`src/rtl/request_distributor_if.sv`:
```
// Bundles the request_distributor issue-side and per-port consumer-side signals.
// master drives requests and consumer acks, slave is the distributor.
interface request_distributor_if #(
  parameter int SINGLE_REQUEST_WIDTH_IN_BITS = 64,
  parameter int NUM_REQUEST                  = 3,
  parameter int NUM_REQUEST_LOG2             = (NUM_REQUEST > 1) ? $clog2(NUM_REQUEST) : 1
);
  logic [SINGLE_REQUEST_WIDTH_IN_BITS-1:0]             request_in;
  logic [NUM_REQUEST_LOG2-1:0]                         request_dest_in;
  logic                                                request_critical_in;
  logic                                                request_valid_in;
  logic                                                issue_ack_out;
`ifdef REQUEST_DISTRIBUTOR_BROADCAST_EN
  logic                                                request_broadcast_in;
`endif
  logic [SINGLE_REQUEST_WIDTH_IN_BITS*NUM_REQUEST-1:0] request_flatted_out;
  logic [NUM_REQUEST-1:0]                              request_critical_flatted_out;
  logic [NUM_REQUEST-1:0]                              request_valid_flatted_out;
  logic [NUM_REQUEST-1:0]                              issue_ack_flatted_in;
  logic [15:0]                                         drop_count_out;

  modport master (
`ifdef REQUEST_DISTRIBUTOR_BROADCAST_EN
    output request_broadcast_in,
`endif
    output request_in, request_dest_in, request_critical_in, request_valid_in,
    output issue_ack_flatted_in,
    input  issue_ack_out, request_flatted_out, request_critical_flatted_out,
    input  request_valid_flatted_out, drop_count_out
  );

  modport slave (
`ifdef REQUEST_DISTRIBUTOR_BROADCAST_EN
    input  request_broadcast_in,
`endif
    input  request_in, request_dest_in, request_critical_in, request_valid_in,
    input  issue_ack_flatted_in,
    output issue_ack_out, request_flatted_out, request_critical_flatted_out,
    output request_valid_flatted_out, drop_count_out
  );
endinterface

```
`src/rtl/request_distributor.sv`:
```
// Routes one request stream into per-port FIFOs (1-cycle push latency, per-port backpressure via full).
// Define REQUEST_DISTRIBUTOR_BROADCAST_EN to add request_broadcast_in (push into every port at once).
module request_distributor #(
  parameter int SINGLE_REQUEST_WIDTH_IN_BITS = 64,
  parameter int NUM_REQUEST                  = 3,
  parameter int OUTPUT_QUEUE_SIZE            = 2,
  parameter int NUM_REQUEST_LOG2             = (NUM_REQUEST > 1) ? $clog2(NUM_REQUEST) : 1
) (
  input logic                 clk_in,
  input logic                 reset_in,
  request_distributor_if.slave bus
);
  localparam int W  = SINGLE_REQUEST_WIDTH_IN_BITS;
  localparam int PW = $clog2(OUTPUT_QUEUE_SIZE);
  localparam int CW = PW + 1;
  localparam logic [CW-1:0]               QDEPTH      = CW'(OUTPUT_QUEUE_SIZE);
  localparam logic [NUM_REQUEST_LOG2:0]   NUM_REQ_EXT = (NUM_REQUEST_LOG2 + 1)'(NUM_REQUEST);

  logic [W:0]             mem    [NUM_REQUEST][OUTPUT_QUEUE_SIZE];
  logic [PW-1:0]          wr_ptr [NUM_REQUEST];
  logic [PW-1:0]          rd_ptr [NUM_REQUEST];
  logic [CW-1:0]          count  [NUM_REQUEST];
  logic [NUM_REQUEST-1:0] full, empty, push, pop;
  logic                   in_range, dest_full, broadcast, accept, ack, drop;

`ifdef REQUEST_DISTRIBUTOR_BROADCAST_EN
  assign broadcast = bus.request_broadcast_in;
`else
  assign broadcast = 1'b0;
`endif

  assign in_range = ({1'b0, bus.request_dest_in} < NUM_REQ_EXT);

  always_comb begin
    full  = '0;
    empty = '0;
    pop   = '0;
    for (int i = 0; i < NUM_REQUEST; i++) begin
      full[i]  = (count[i] == QDEPTH);
      empty[i] = (count[i] == '0);
      pop[i]   = ~empty[i] & bus.issue_ack_flatted_in[i];
    end
  end

  // Acceptance looks at the current count only; a same-cycle pop does not free a slot.
  always_comb begin
    dest_full = 1'b0;
    for (int i = 0; i < NUM_REQUEST; i++) begin
      if (bus.request_dest_in == NUM_REQUEST_LOG2'(i)) dest_full = full[i];
    end
  end

  always_comb begin
    if (broadcast)      accept = ~|full;
    else if (!in_range) accept = 1'b1;
    else                accept = ~dest_full;
  end

  assign ack               = ~reset_in & bus.request_valid_in & accept;
  assign bus.issue_ack_out = ack;
  assign drop              = ack & ~broadcast & ~in_range;

  always_comb begin
    push = '0;
    for (int i = 0; i < NUM_REQUEST; i++) begin
      push[i] = ack & (broadcast | (in_range & (bus.request_dest_in == NUM_REQUEST_LOG2'(i))));
    end
  end

  // Storage needs no reset: empty ports mask their head to zero.
  always_ff @(posedge clk_in) begin
    for (int i = 0; i < NUM_REQUEST; i++) begin
      if (push[i]) mem[i][wr_ptr[i]] <= {bus.request_critical_in, bus.request_in};
    end
  end

  always_ff @(posedge clk_in or posedge reset_in) begin
    if (reset_in) begin
      for (int i = 0; i < NUM_REQUEST; i++) begin
        wr_ptr[i] <= '0;
        rd_ptr[i] <= '0;
        count[i]  <= '0;
      end
      bus.drop_count_out <= '0;
    end else begin
      for (int i = 0; i < NUM_REQUEST; i++) begin
        if (push[i]) wr_ptr[i] <= wr_ptr[i] + PW'(1);
        if (pop[i])  rd_ptr[i] <= rd_ptr[i] + PW'(1);
        if (push[i] && !pop[i])      count[i] <= count[i] + CW'(1);
        else if (pop[i] && !push[i]) count[i] <= count[i] - CW'(1);
      end
      if (drop && (bus.drop_count_out != 16'hFFFF)) bus.drop_count_out <= bus.drop_count_out + 16'd1;
    end
  end

  for (genvar g = 0; g < NUM_REQUEST; g++) begin : g_port
    logic [W:0] head;
    assign head = mem[g][rd_ptr[g]];
    assign bus.request_flatted_out[g*W +: W]     = empty[g] ? '0 : head[W-1:0];
    assign bus.request_critical_flatted_out[g]   = ~empty[g] & head[W];
    assign bus.request_valid_flatted_out[g]      = ~empty[g];
  end
endmodule

```
`src/flat_wrapper.sv`:
```
// flat-port wrapper written by rule: the top's interface ports become plain ports
module request_distributor_flat 
#(
  parameter int SINGLE_REQUEST_WIDTH_IN_BITS = 64,
  parameter int NUM_REQUEST                  = 3,
  parameter int OUTPUT_QUEUE_SIZE            = 2,
  parameter int NUM_REQUEST_LOG2             = (NUM_REQUEST > 1) ? $clog2(NUM_REQUEST) : 1
)
  (clk_in, reset_in, bus_request_in, bus_request_dest_in, bus_request_critical_in, bus_request_valid_in, bus_issue_ack_flatted_in, bus_issue_ack_out, bus_request_flatted_out, bus_request_critical_flatted_out, bus_request_valid_flatted_out, bus_drop_count_out);
  request_distributor_if #(.SINGLE_REQUEST_WIDTH_IN_BITS(SINGLE_REQUEST_WIDTH_IN_BITS), .NUM_REQUEST(NUM_REQUEST), .NUM_REQUEST_LOG2(NUM_REQUEST_LOG2)) bus_i ();
  input logic clk_in;
  input logic reset_in;
  input wire logic [$bits(bus_i.request_in)-1:0] bus_request_in;
  input wire logic [$bits(bus_i.request_dest_in)-1:0] bus_request_dest_in;
  input wire logic [$bits(bus_i.request_critical_in)-1:0] bus_request_critical_in;
  input wire logic [$bits(bus_i.request_valid_in)-1:0] bus_request_valid_in;
  input wire logic [$bits(bus_i.issue_ack_flatted_in)-1:0] bus_issue_ack_flatted_in;
  output wire logic [$bits(bus_i.issue_ack_out)-1:0] bus_issue_ack_out;
  output wire logic [$bits(bus_i.request_flatted_out)-1:0] bus_request_flatted_out;
  output wire logic [$bits(bus_i.request_critical_flatted_out)-1:0] bus_request_critical_flatted_out;
  output wire logic [$bits(bus_i.request_valid_flatted_out)-1:0] bus_request_valid_flatted_out;
  output wire logic [$bits(bus_i.drop_count_out)-1:0] bus_drop_count_out;
  assign bus_i.request_in = bus_request_in;
  assign bus_i.request_dest_in = bus_request_dest_in;
  assign bus_i.request_critical_in = bus_request_critical_in;
  assign bus_i.request_valid_in = bus_request_valid_in;
  assign bus_i.issue_ack_flatted_in = bus_issue_ack_flatted_in;
  assign bus_issue_ack_out = bus_i.issue_ack_out;
  assign bus_request_flatted_out = bus_i.request_flatted_out;
  assign bus_request_critical_flatted_out = bus_i.request_critical_flatted_out;
  assign bus_request_valid_flatted_out = bus_i.request_valid_flatted_out;
  assign bus_drop_count_out = bus_i.drop_count_out;
  request_distributor #(.SINGLE_REQUEST_WIDTH_IN_BITS(SINGLE_REQUEST_WIDTH_IN_BITS), .NUM_REQUEST(NUM_REQUEST), .OUTPUT_QUEUE_SIZE(OUTPUT_QUEUE_SIZE), .NUM_REQUEST_LOG2(NUM_REQUEST_LOG2)) u_core (.clk_in(clk_in), .reset_in(reset_in), .bus(bus_i));
endmodule
```
`config.mk`:
```
export PLATFORM = sky130hd
export DESIGN_NAME = request_distributor_flat
export DESIGN_NICKNAME = d
export VERILOG_FILES = /design/src/rtl/request_distributor_if.sv /design/src/rtl/request_distributor.sv /design/src/flat_wrapper.sv
export SDC_FILE = /design/constraint.sdc
export NUM_CORES = 1
export LEC_CHECK = 0
export ABC_AREA = 1
export ABC_CLOCK_PERIOD_IN_PS = 5100
export BUFFER_PORTS_ARGS = -buffer_cell sky130_fd_sc_hd__buf_2
export CORE_UTILIZATION = 56
export CTS_CLUSTER_DIAMETER = 30
export CTS_CLUSTER_SIZE = 8
export DETAILED_ROUTE_END_ITERATION = 8
export PLACE_DENSITY = 0.8
export SYNTH_ARGS = -nofsm -noshare
export SYNTH_HDL_FRONTEND = slang
export SYNTH_SLANG_ARGS = --single-unit
```
`constraint.sdc`:
```
create_clock -name clk_in -period 5.1 [get_ports clk_in]
set_clock_uncertainty 0.2 [all_clocks]
set_input_delay 0.51 -clock clk_in [delete_from_list [all_inputs] [get_ports clk_in]]
set_output_delay 0.51 -clock clk_in [all_outputs]
set_load 0.01 [all_outputs]
```
After elaboration in Yosys (flattened, before gate mapping)

Memory sizes are Yosys's and may differ from the RTL's.
Index checks and enable logic that the tools add are counted.

Memories: 1
ROM bits: 0
Register bits after elaboration: 28
Input port bits: 73
Bits in latches: 0
Logic and storage cells: 132
RAM bits: 390

Memories:

| name       | depth | bits a word | read ports | clocked after Yosys merged registers in | wr ports | line                      | source |
|---|---|---|---|---|---|---|---|
| u_core.mem | 3     | 130         | 3          | 0                                       | 1        | request_distributor.sv:19 | `logic [W:0] mem [NUM_REQUEST][OUTPUT_QUEUE_SIZE];` |

Shift-type cells: 0
Div/mod/pow operators: 0
Mux-type cells: 40
Multipliers: 0
Equal/unequal tests: 6
Bitwise gates (word level): 27
Reduce and logical (&&, ||, !) cells: 25
Add/subtract/negate cells: 13
$lt $le $gt $ge: 10

Operators by type and width:

| cell                                                                  | count |
|---|---|
| 130-bit 2-to-1 mux                                                    | 7 |
| 65-bit 2-to-1 mux                                                     | 12 |
| 130-bit OR reduction                                                  | 2 |
| 65-bit demux with 1-bit select                                        | 3 |
| 64-bit 2-to-1 mux                                                     | 3 |
| 16-bit by 1-bit adder with 16-bit output (second input constant)      | 1 |
| 2-bit 2-to-1 mux                                                      | 8 |
| 16-bit != test (second input constant)                                | 1 |
| 1-bit bitwise AND                                                     | 15 |
| 2-bit >= comparator (second input constant)                           | 6 |
| 1-bit inverter with 2-bit output                                      | 6 |
| 1-bit logical AND                                                     | 10 |
| 2-bit == test (second input constant)                                 | 4 |
| 2-bit zero test                                                       | 4 |
| 1-bit 2-to-1 mux                                                      | 7 |
| 1-bit adder (second input constant)                                   | 6 |
| 2-bit by 1-bit adder with 2-bit output (second input constant)        | 3 |
| 1-bit zero test                                                       | 6 |
| 2-bit by 1-bit < comparator with 1-bit output (second input constant) | 3 |
| 1-bit inverter                                                        | 6 |
| 2-bit nonzero test                                                    | 3 |
| 2-bit by 1-bit subtractor with 2-bit output (second input constant)   | 3 |
| 2-bit by 1-bit == test with 1-bit output (second input constant)      | 1 |
| 2-bit < comparator (second input constant)                            | 1 |

Longest topological paths before layout

Depth after elaboration: 13
Depth in mapped cells: 12

Worst setup path after synthesis

OpenSTA, ideal clock, no wires.

Path kind: input port to flip-flop
Start: input reset_in
End: memory u_core.mem[0][0] (netlist name) (enable)
Arrival time: 4801 ps
Required time: 4411 ps
Library setup time: 489 ps
Path buffers: 0
Slack: -390 ps
Stages on the path: 6
Cells stage by stage: inv_1 nand2_1 o21bai_1 nor2_1 nand2_1 nor2_1

Cells in the longest elaborated chain, start to end: 9
Elaborated cells between the ends (all ways): 18
Those cells by class: mux (10); bitwise (6); reduce/logical (2)

Ends and longest elaborated chain:

| element                                                                                      | line                      | source |
|---|---|---|
| from (decl)                                                                                  | flat_wrapper.sv:12        | `input logic reset_in;` |
| 1-bit inverter *                                                                             | request_distributor.sv:59 | `assign ack = ~reset_in & bus.request_valid_in & accept;` |
| 1-bit bitwise AND * (2 in series)                                                            | request_distributor.sv:59 |  |
| named net bus_issue_ack_out                                                                  | flat_wrapper.sv:18        | `output wire logic [$bits(bus_i.issue_ack_out)-1:0] bus_issue_ack_out;` |
| 1-bit bitwise AND                                                                            | request_distributor.sv:66 | `push[i] = ack & (broadcast \| (in_range & (bus.request_dest_in == NUM_REQUEST_LOG2'(i))));` |
| 1-bit 2-to-1 mux                                                                             | request_distributor.sv:73 | `if (push[i]) mem[i][wr_ptr[i]] <= {bus.request_critical_in, bus.request_in};` |
| 130-bit 2-to-1 mux (not written as such)                                                     | request_distributor.sv:73 |  |
| 130-bit OR reduction (no source line)                                                        | n/a                       |  |
| 2-bit 2-to-1 mux (no source line) / 130-bit 2-to-1 mux (equally long branches) (2 in series) | n/a                       |  |
| to (decl)                                                                                    | request_distributor.sv:19 |  |

The timed path passes the listed nets; every way through them passes the cells marked *.

Worst setup path in the final report

Start: input reset_in
End: memory u_core.mem[0][254] (netlist name) (enable)

Cells in the longest elaborated chain, start to end: 9
Elaborated cells between the ends (all ways): 18
Those cells by class: mux (10); bitwise (6); reduce/logical (2)

Ends and longest elaborated chain:

| element                                                                                      | line |
|---|---|
| 1-bit inverter *                                                                             | request_distributor.sv:59 |
| 1-bit bitwise AND * (2 in series)                                                            | request_distributor.sv:59 |
| 1-bit bitwise AND                                                                            | request_distributor.sv:66 |
| 1-bit 2-to-1 mux                                                                             | request_distributor.sv:73 |
| 130-bit 2-to-1 mux (not written as such)                                                     | request_distributor.sv:73 |
| 130-bit OR reduction (no source line)                                                        | n/a |
| 2-bit 2-to-1 mux (no source line) / 130-bit 2-to-1 mux (equally long branches) (2 in series) | n/a |

Every way passes the cells marked *; elsewhere a longest branch is shown, timed or not.

==> impl_results.md <==
- Comb power frac: 30.0%
- Global-route wire length before repair: 61180 microns
- # setup viols final: 0
- Pleak: 8.070 nW
- Buf/Inv on CP: 6
- CP Capture Type: flop
- Final Hold Viols: 0
- Nets: 1675
- VDD IR max: 0.0004829 V
- Core area: 28010 sq um
- Post-synth top area share: 72.80%
- Die width: 171.5 microns
- WL per Instance: 20.54 microns
- Hold_buf cts: 12
- Outcome: complete, no violations
- Total die area: 29410 sq um
- PortBufs: 287
- Total CTS buffers: 74
- FILL cells: 1723
- CTS root buf: clkbuf_16
- Syn. warnings: 0
- Cts repair resizes: 0
- Setup Fix Bufs, Post-CTS: 0
- Worst Path Required: 5120 ps
- Clk buf depth: 3
- Area leader, netlist: edfxtp_1
- RSZ-0062 raised after global routing: no
- Fmax: 0.2792 GHz
- Area Growth Syn to Fin: 26.28%
- Vias in the first global route: 11173
- WS Path Type: primary input to flop
- Max-Cap Viols: 0
- Pre-CTS setup slack: 1561 ps
- Critical Path Source: reset_in
- Crit path setup slack, layout: 1518 ps
- Post-synth EDFFs: 390
- Largest net degree at the start of global routing: 67
- CP endpoint: u_core.mem[0][254]
- # IOs: 288
- Clk Latency, worst-skew pair: 560 ps
- Internal power: 7.922 mW
- Num rows: 61
- R2r worst-path depth: 7
- RR Startpoint: u_core.count[0]
- CP max-delay cell: clkinv_2
- Synth Flop Type: edfxtp_1
- Actual slew at the worst max-slew pin: 1301 ps
- R2R Setup Slk: 2190 ps
- Most used cell, CP: buf_4
- Synth Area per Inst: 12.66 sq um
- Max stage delay on crit path: 680 ps
- FF+latch area: 12420 sq um
- WL final: 41590 microns
- TritonCTS clock tree: done
- Netlist Area Pre-Place: 16090 sq um
- Via density: 5.619
- Critical path's top delay family: buffers and inverters
- #FFs+latches synth: 418
- Tcrit/Tclk final: 70.23%
- Mapped Nets: 1348
- Fin crit period: 3582 ps
- Setup TNS: 0 ps
- Max FO, Critical Path: 49
- Critical Path Stages: 10
- 1st-iter DRT viols: 1175
- DRC: 0
- Synth cell types: 23
- Worst hold path class: primary input to flop
- Register share of total power: 33.3%
- Initial core utilization: 57.44%
- Reg2reg end: u_core.mem[0][254]
- Count of pins over their slew limit: 0
- Area of the multi-input gates: 3308 sq um
- GP Congestion: 0.8229
- PD cells: 594.8 nW/um^2
- Sw power: 4.161 mW
- Sequential fraction of the synthesis area: 77.15%
- GR Overflow Total: 0
- Initial antenna violation count: 1
- HPWL after DPL: 24160 microns
- Final ANT Viol Nets: 0
- Clock power frac: 36.7%
- Vias: 11378
- Worst Path Arrival: 3600 ps
- Relative slew slack: 13.13%
- Layout cells sized above 1: 25.52%
- H-tree levels: 3
- Largest cells by area after synthesis: edfxtp_1, nand2_1, a21oi_1, dfrtp_1, buf_1
- Mapped Cells: 1271
- CTS clk-pin slew, worst paths: 40 ps
- GRT Util Overall: 28.09%
- Sw frac: 34.44%
- CP cell instances: dlygate4sd3_1 > buf_2 > inv_1 > buf_4 > nand2_1 > o21bai_1 > nor2_1 > nand3_1 > clkinv_2 > buf_4
- Startpoint types: primary input
- Post-synth ARST share: 6.699%
- Sink Count: 418
- Die Height: 171.5 microns
- Hold WS: 12.68 ps
- DRT Pass-1 Iters: 6
## per-stage QoR
stage                     cells  instance area (sq um)  utilization (%)  power [mW]
after floorplan            1271                  16100                -       6.020
after global placement     1887                  17920            63.98       7.541
after detailed placement   1887                  17920            63.98       7.612
after CTS                  2023                  20300            72.48       12.08
after global routing       2025                  20320            72.53       12.54
final                      2025                  20320            72.53       12.08
## metal layers
| layer | GRT usage [%] | vias to the layer above | share of wire [%] |
|---|---|---|---|
| met2 | 46.29 | 709 | 49 |
| li1 | - | 5073 | - |
| met4 | 15.37 | 0 | 4.8 |
| met1 | 35.67 | 5454 | 37 |
| met5 | 0 | - | 0 |
| met3 | 4.786 | 142 | 8.8 |
## synth_stat cells, types with 4 or more instances
cell type	count
clkbuf_1	17
nand3_1	12
nand4_1	5
nand2_1	480
dfrtp_1	28
inv_1	37
edfxtp_1	390
xor2_1	4
a21oi_1	198
nor2_1	23
buf_2	9
xnor2_1	12
buf_1	37
ha_1	4
o21ai_0	6
## cells by family (layout without fill, tap and decap cells)
logic type | count (synthesis) | count (layout) | synth area share, %
AND/OR/NAND/NOR | 523 | 523 | 12.54
flip-flops | 418 | 418 | 77.15
AO/OA/AOI/OAI | 207 | 207 | 6.564
buffers and inverters | 103 | 478 | 2.566
XOR/XNOR | 16 | 16 | 0.8710
adder cells (fa/ha/maj) | 4 | 4 | 0.3111
other | 0 | 1 | 0
## worst min path at each step
stage / start / endpoint / slack, ps / cells past startpoint
2_1_floorplan: u_core.wr_ptr[0] / u_core.wr_ptr[0] / 240 / 2
3_3_place_gp: u_core.wr_ptr[1] / u_core.wr_ptr[1] / 260 / 2
3_5_place_dp: u_core.wr_ptr[0] / u_core.wr_ptr[0] / 260 / 2
4_1_cts: bus_request_in[2] / u_core.mem[0][2] / 0.6 / 1
5_1_grt: bus_request_in[20] / u_core.mem[0][85] / 5 / 1
6_report: bus_request_in[16] / u_core.mem[0][81] / 10 / 1
## power groups by stage
stage	clock [mW]	sequential (mW)	combinational [mW]
2_1_floorplan	0	4.06	1.96
3_3_place_gp	0	4.07	3.47
3_5_place_dp	0	4.08	3.53
4_1_cts	4.45	4.03	3.60
5_1_grt	4.62	4.04	3.88
6_report	4.43	4.03	3.62
## final cells by class
cell class              instances  share of cell area, %
clock inverters                31                  1.515
flip-flops and latches        418                  61.11
clock buffers                  93                  9.614
multi-input cells             750                  16.28
well taps                     378                  2.328
inverters                      38                 0.7083
repair buffers                316                  8.425
diodes                          1                0.01232
## registers in the layout (all words and copies together) (netlist names)
| register | cells |
|---|---|
| u_core.count | 6 |
| u_core.rd_ptr | 3 |
| u_core.mem | 390 |
| u_core.wr_ptr | 3 |
| u_core.bus.drop_count_out | 16 |
## cell usage in the layout, fill, tap and decap left out, drive strengths merged
master         n
edfxtp       390
o21bai         1
nand2        480
xor2           4
bufinv         4
xnor2         12
nor3           1
clkbuf        93
clkinv        21
o21ai          7
dlygate4sd3   13
inv           39
nand3         13
diode          1
a21oi        198
nor2          24
a21boi         1
dfrtp         28
ha             4
buf          303
nand4          5
clkinvlp       5
Power figures use the tool's default switching activity.
